File: src/rtl/lfsr_draw_ctrl.sv
// Draw controller: arbitrates two requesters, spins an external LFSR, then
// captures and validates four numbers (range + uniqueness) with bounded retries.
module lfsr_draw_ctrl #(
  parameter int SPIN_CYCLES = 16,
  parameter int MAX_NUM     = 99,
  parameter int MAX_RETRY   = 3
) (
  input  logic        clock,
  input  logic        reset,
  input  logic [1:0]  req_i,
  input  logic [6:0]  lfsr_num_0,
  input  logic [6:0]  lfsr_num_1,
  input  logic [6:0]  lfsr_num_2,
  input  logic [6:0]  lfsr_num_3,
  output logic        lfsr_lock_o,
  output logic [1:0]  ack_o,
  output logic [27:0] draw_o,
  output logic        draw_ok_o,
  output logic        draw_err_o,
  output logic        busy_o,
  output logic        owner_o,
  output logic [2:0]  dbg_state_o
);

  localparam logic [2:0] IDLE   = 3'd0;
  localparam logic [2:0] SPIN   = 3'd1;
  localparam logic [2:0] SETTLE = 3'd2;
  localparam logic [2:0] CHECK  = 3'd3;
  localparam logic [2:0] DONE   = 3'd4;

  localparam int SPIN_W  = $clog2(SPIN_CYCLES + 1);
  localparam int RETRY_W = (MAX_RETRY < 1) ? 1 : $clog2(MAX_RETRY + 1);
  localparam logic [SPIN_W-1:0]  SPIN_LAST = SPIN_W'(SPIN_CYCLES - 1);
  localparam logic [RETRY_W-1:0] RETRY_MAX = RETRY_W'(MAX_RETRY);
  localparam logic [6:0]         MAX_V     = 7'(MAX_NUM);

  logic [2:0]         state_q, state_d;
  logic [SPIN_W-1:0]  spin_cnt_q, spin_cnt_d;
  logic [RETRY_W-1:0] retry_cnt_q, retry_cnt_d;
  logic               owner_q, owner_d;
  logic               last_owner_q, last_owner_d;
  logic [27:0]        cand_q, cand_d;
  logic [27:0]        draw_q, draw_d;
  logic               ok_q, ok_d;
  logic               err_q, err_d;
  logic               lock_q, lock_d;
  logic [1:0]         ack_q, ack_d;
  logic               busy_q, busy_d;

  logic       gnt;
  logic       cand_valid;
  logic [6:0] c0, c1, c2, c3;

  assign c0 = cand_q[6:0];
  assign c1 = cand_q[13:7];
  assign c2 = cand_q[20:14];
  assign c3 = cand_q[27:21];

  assign cand_valid = (c0 <= MAX_V) && (c1 <= MAX_V) && (c2 <= MAX_V) && (c3 <= MAX_V) &&
                      (c0 != c1) && (c0 != c2) && (c0 != c3) &&
                      (c1 != c2) && (c1 != c3) && (c2 != c3);

  // With both requesting, the one that did not win last time gets the grant.
  always_comb begin
    gnt = req_i[1];
    if (req_i == 2'b11) gnt = ~last_owner_q;
  end

  always_comb begin
    state_d      = state_q;
    spin_cnt_d   = spin_cnt_q;
    retry_cnt_d  = retry_cnt_q;
    owner_d      = owner_q;
    last_owner_d = last_owner_q;
    cand_d       = cand_q;
    draw_d       = draw_q;
    ok_d         = ok_q;
    err_d        = err_q;
    case (state_q)
      IDLE: begin
        if (|req_i) begin
          owner_d     = gnt;
          spin_cnt_d  = '0;
          retry_cnt_d = '0;
          ok_d        = 1'b0;
          err_d       = 1'b0;
          state_d     = SPIN;
        end
      end
      SPIN: begin
        spin_cnt_d = spin_cnt_q + SPIN_W'(1);
        if (spin_cnt_q == SPIN_LAST) state_d = SETTLE;
      end
      SETTLE: begin
        cand_d  = {lfsr_num_3, lfsr_num_2, lfsr_num_1, lfsr_num_0};
        state_d = CHECK;
      end
      CHECK: begin
        if (cand_valid) begin
          draw_d  = cand_q;
          ok_d    = 1'b1;
          state_d = DONE;
        end else if (retry_cnt_q < RETRY_MAX) begin
          retry_cnt_d = retry_cnt_q + RETRY_W'(1);
          spin_cnt_d  = '0;
          state_d     = SPIN;
        end else begin
          err_d   = 1'b1;
          state_d = DONE;
        end
      end
      DONE: begin
        last_owner_d = owner_q;
        state_d      = IDLE;
      end
      default: state_d = IDLE;
    endcase
  end

  // Outputs are registered from the next state so they line up with state_q.
  always_comb begin
    lock_d = (state_d != SPIN);
    busy_d = (state_d != IDLE);
    ack_d  = 2'b00;
    if (state_d == DONE) ack_d = owner_d ? 2'b10 : 2'b01;
  end

  always_ff @(posedge clock) begin
    if (reset) begin
      state_q      <= IDLE;
      spin_cnt_q   <= '0;
      retry_cnt_q  <= '0;
      owner_q      <= 1'b0;
      last_owner_q <= 1'b1;
      cand_q       <= '0;
      draw_q       <= '0;
      ok_q         <= 1'b0;
      err_q        <= 1'b0;
      lock_q       <= 1'b1;
      ack_q        <= 2'b00;
      busy_q       <= 1'b0;
    end else begin
      state_q      <= state_d;
      spin_cnt_q   <= spin_cnt_d;
      retry_cnt_q  <= retry_cnt_d;
      owner_q      <= owner_d;
      last_owner_q <= last_owner_d;
      cand_q       <= cand_d;
      draw_q       <= draw_d;
      ok_q         <= ok_d;
      err_q        <= err_d;
      lock_q       <= lock_d;
      ack_q        <= ack_d;
      busy_q       <= busy_d;
    end
  end

  assign lfsr_lock_o = lock_q;
  assign ack_o       = ack_q;
  assign draw_o      = draw_q;
  assign draw_ok_o   = ok_q;
  assign draw_err_o  = err_q;
  assign busy_o      = busy_q;
  assign owner_o     = owner_q;
  assign dbg_state_o = state_q;

endmodule

File: config.mk
export PLATFORM = sky130hd
export DESIGN_NAME = lfsr_draw_ctrl
export DESIGN_NICKNAME = d
export VERILOG_FILES = /design/src/rtl/lfsr_draw_ctrl.sv
export SDC_FILE = /design/constraint.sdc
export NUM_CORES = 1
export LEC_CHECK = 0
export ABC_AREA = 1
export BUFFER_PORTS_ARGS = -buffer_cell sky130_fd_sc_hd__buf_2
export CAP_MARGIN = 25
export CORE_MARGIN = 2
export CORE_UTILIZATION = 59
export CTS_BUF_LIST = sky130_fd_sc_hd__clkbuf_4 sky130_fd_sc_hd__clkbuf_8 sky130_fd_sc_hd__clkbuf_16
export DETAILED_ROUTE_END_ITERATION = 10
export GPL_ROUTABILITY_DRIVEN = 0
export GPL_TIMING_DRIVEN = 0
export HOLD_SLACK_MARGIN = 0.06
export MAX_ROUTING_LAYER = met4
export PLACE_DENSITY_LB_ADDON = 0.05
export SYNTH_ARGS = -nofsm -noshare
export SYNTH_HDL_FRONTEND = slang
export SYNTH_SLANG_ARGS = --single-unit
File: constraint.sdc
create_clock -name clock -period 4.6 [get_ports clock]
set_clock_uncertainty 0.1 [all_clocks]
set_input_delay 0.23 -clock clock [delete_from_list [all_inputs] [get_ports clock]]
set_output_delay 0.23 -clock clock [all_outputs]
set_load 0.03 [all_outputs]
==> results.sh <==
export IMPL_outcome="finished, final reports clean"
export IMPL_post_route_period_util=0.4584
export IMPL_final_cells=622
export IMPL_path_delay_family="buffers and inverters"
export IMPL_fill_cells=447
export IMPL_setup_viol_count_final=0
export IMPL_setup_worst_path_class="register to register"
export IMPL_pwr_share_seq=0.522
export IMPL_via_per_inst=5.285
export IMPL_hold_path_depth=3
export IMPL_powerDensity_nw_per_um2=298.3
export IMPL_reg2reg_depth=6
export IMPL_hold_buffers=14
export IMPL_grt_overflow_total=0
export IMPL_first_global_vias=3023
export IMPL_sw_frac_of_total=0.2327
export IMPL_ys_flop_type="dfxtp_1"
export IMPL_syn_area_um2=3400
export IMPL_cap_violations=0
export IMPL_worst_endpoint_arrival_ns=2.23
export IMPL_cts_root_buf="clkbuf_8"
export IMPL_hold_viol=0
export IMPL_synth_cells=451
export IMPL_comb_power_share=0.063
export IMPL_seq_area_frac_synth=0.4358
export IMPL_wl_per_cell_um=14.07
export IMPL_grt_pass1_wl_um=14120
export IMPL_cts_sinks=74
export IMPL_cp_start_kind="register"
export IMPL_drc=0
export IMPL_synth_edff_count=0
export IMPL_clock_latency_ns=0.35
export IMPL_synth_area_per_cell_um2=7.538
export IMPL_vias=3287
export IMPL_hpwlAfterDp_um=6172
export IMPL_path_clk_slew_ns=0.08
export IMPL_worstMarginPinSlew_ns=0.6513
export IMPL_htreeDepth=3
export IMPL_worstPathCellList="inv_1 > nor3_2 > clkinv_1 > clkbuf_1 > o21ai_0 > a21oi_1"
export IMPL_synth_ff_latch_count=74
export IMPL_maxSlewHeadroom=0.5624
export IMPL_p_sw_uw=290.1
export IMPL_synth_warnings=0
export IMPL_fmax_mhz=474.3
export IMPL_clock_path_buffers=2
export IMPL_io_pins=70
export IMPL_numCtsBuffers=9
export IMPL_worst_r2r_setup_slack_ns=2.49
export IMPL_cts_tree="built"
export IMPL_path_depth=6
export IMPL_antenna_cells=0
export IMPL_leakage_uw=0.002007
export IMPL_critPathMaxStageDelay_ns=0.40
export IMPL_port_buffers=69
export IMPL_antenna_found_initial=0
export IMPL_drt_first_pass_iters=5
export IMPL_initial_utilization=0.6136
export IMPL_dieArea_um2=6385
export IMPL_hp_class="primary input to register"
export IMPL_async_flop_share=0
export IMPL_cts_resized=0
export IMPL_die_w_um=79.91
export IMPL_core_area_um2=5540
export IMPL_drive_gt1_frac=0.2345
export IMPL_clockPowerShare=0.415
export IMPL_dp_cells=592
export IMPL_synth_cell_types=29
export IMPL_required_ns=4.72
export IMPL_period_needed_ns=2.109
export IMPL_chipHeight_um=79.91
export IMPL_tns_ns=0
export IMPL_wirelength_um=8749
export IMPL_critPathCaptureType="register"
export IMPL_worst_path_max_fanout=10
export IMPL_rsz0062_at_grt="no"
export IMPL_grt_max_degree=13
export IMPL_ir_worst_vdd_v=0.0002595
export IMPL_row_count=27
export IMPL_crit_buf_inv=3
export IMPL_nNetsFinal=580
export IMPL_drt_iter0_drc=197
export IMPL_internal_power_uw=956.3
export IMPL_syn_nets=486
export IMPL_cts_setup_buffers=0
export IMPL_cpMaxStageDelayCell="dfxtp_1"
export IMPL_syn2layout_area_growth_pct=22.93
export IMPL_grt_usage=0.2996
export IMPL_slew_viol_final=0
export IMPL_fin_total_pwr_uw=1246
export IMPL_drt_antenna_violating_nets=0
## worst register-to-register path, delay by kind of cell (launching register included)
family | cells | cell delay (ns)
buffers and inverters | 3 | 0.81
DFF | 1 | 0.40
and+or+nand+nor | 1 | 0.37
AOI/OAI and AO/OA | 2 | 0.29
## through the flow
step | utilization | worst slack [ns] | hold slack, ns | area (um2)
floorplan | - | 2.837 | 0.2292 | 3400
global placement | 0.6922 | 2.596 | 0.3342 | 3835
detailed placement | 0.6922 | 2.532 | 0.3412 | 3835
CTS | 0.7543 | 2.506 | 0.06625 | 4179
global route | 0.7543 | 2.343 | 0.06743 | 4179
finish | 0.7543 | 2.492 | 0.07243 | 4179
## per-layer routing
layer / GRT usage / up-vias / share of wire
met2: 0.4617 / 105 / 0.46
met1: 0.3943 / 1535 / 0.47
met3: 0.04977 / 17 / 0.051
li1: - / 1630 / -
met4: 0.1186 / 0 / 0.022
met5: - / - / 0
## registers in the layout, summed over array words and instances (netlist names)
signal and count:
ack_o 2, busy_o 1, cand_q 28, dbg_state_o 3, draw_err_o 1, draw_o 28
draw_ok_o 1, last_owner_q 1, lfsr_lock_o 1, owner_o 1, retry_cnt_q 2, spin_cnt_q 5
## worst paths after layout
kind,endpoint,from
setup reg to reg,cand_q[16],dbg_state_o[1]
hold reg to reg,draw_err_o,draw_err_o
setup / recovery,cand_q[16],dbg_state_o[1]
hold / removal,cand_q[7],lfsr_num_1[0]
## power groups by stage
stage	registers [uW]	logic, uW	clock network, uW
after floorplan	673	31.7	0
after global placement	665	66.1	0
after detailed placement	665	67.7	0
after CTS	650	78.1	523
after global routing	651	88.2	548
final	651	78.8	517
## layout by cell type (no fill, tap or decap), types with 14 or more instances in the layout
master         synthesis  final
nand2_1               93     93
buf_2                  7     76
dfxtp_1               74     74
nor2_1                49     49
a21oi_1               44     44
o21ai_0               32     32
xnor2_1               28     28
inv_1                 24     24
o21ai_1               17     17
dlygate4sd3_1          0     14
## layout make-up
type,instances,area (um2),area share
Inverter,38,143.9,0.03443
Tap cell,72,90.09,0.02156
Multi-Input combinational cell,314,1634,0.3910
Sequential cell,74,1481,0.3545
Timing Repair Buffer,83,485.5,0.1162
Buffer,25,140.1,0.03353
Clock buffer,11,151.4,0.03623
Clock inverter,5,52.55,0.01257
## cell usage after synthesis (all sizes together), types with 5 or more instances
cell type	count	area [um2]
xnor2	28	245.2
clkbuf	10	37.54
nand2	93	349.1
o21ai	49	245.2
dfxtp	74	1481
nor2	51	196.4
inv	35	131.4
nor3	5	35.03
nand3	12	70.07
a21oi	54	307.8
xor2	10	87.58
buf	15	102.6
## cell families after synthesis
| kind of cell | share of synthesized area |
|---|---|
| buf+inv | 0.08355 |
| simple gates | 0.2028 |
| compound gates | 0.1689 |
| fa+ha+maj | 0.01104 |
| xor+xnor | 0.09790 |
| flops | 0.4358 |
(Power assumes the default switching activity.)
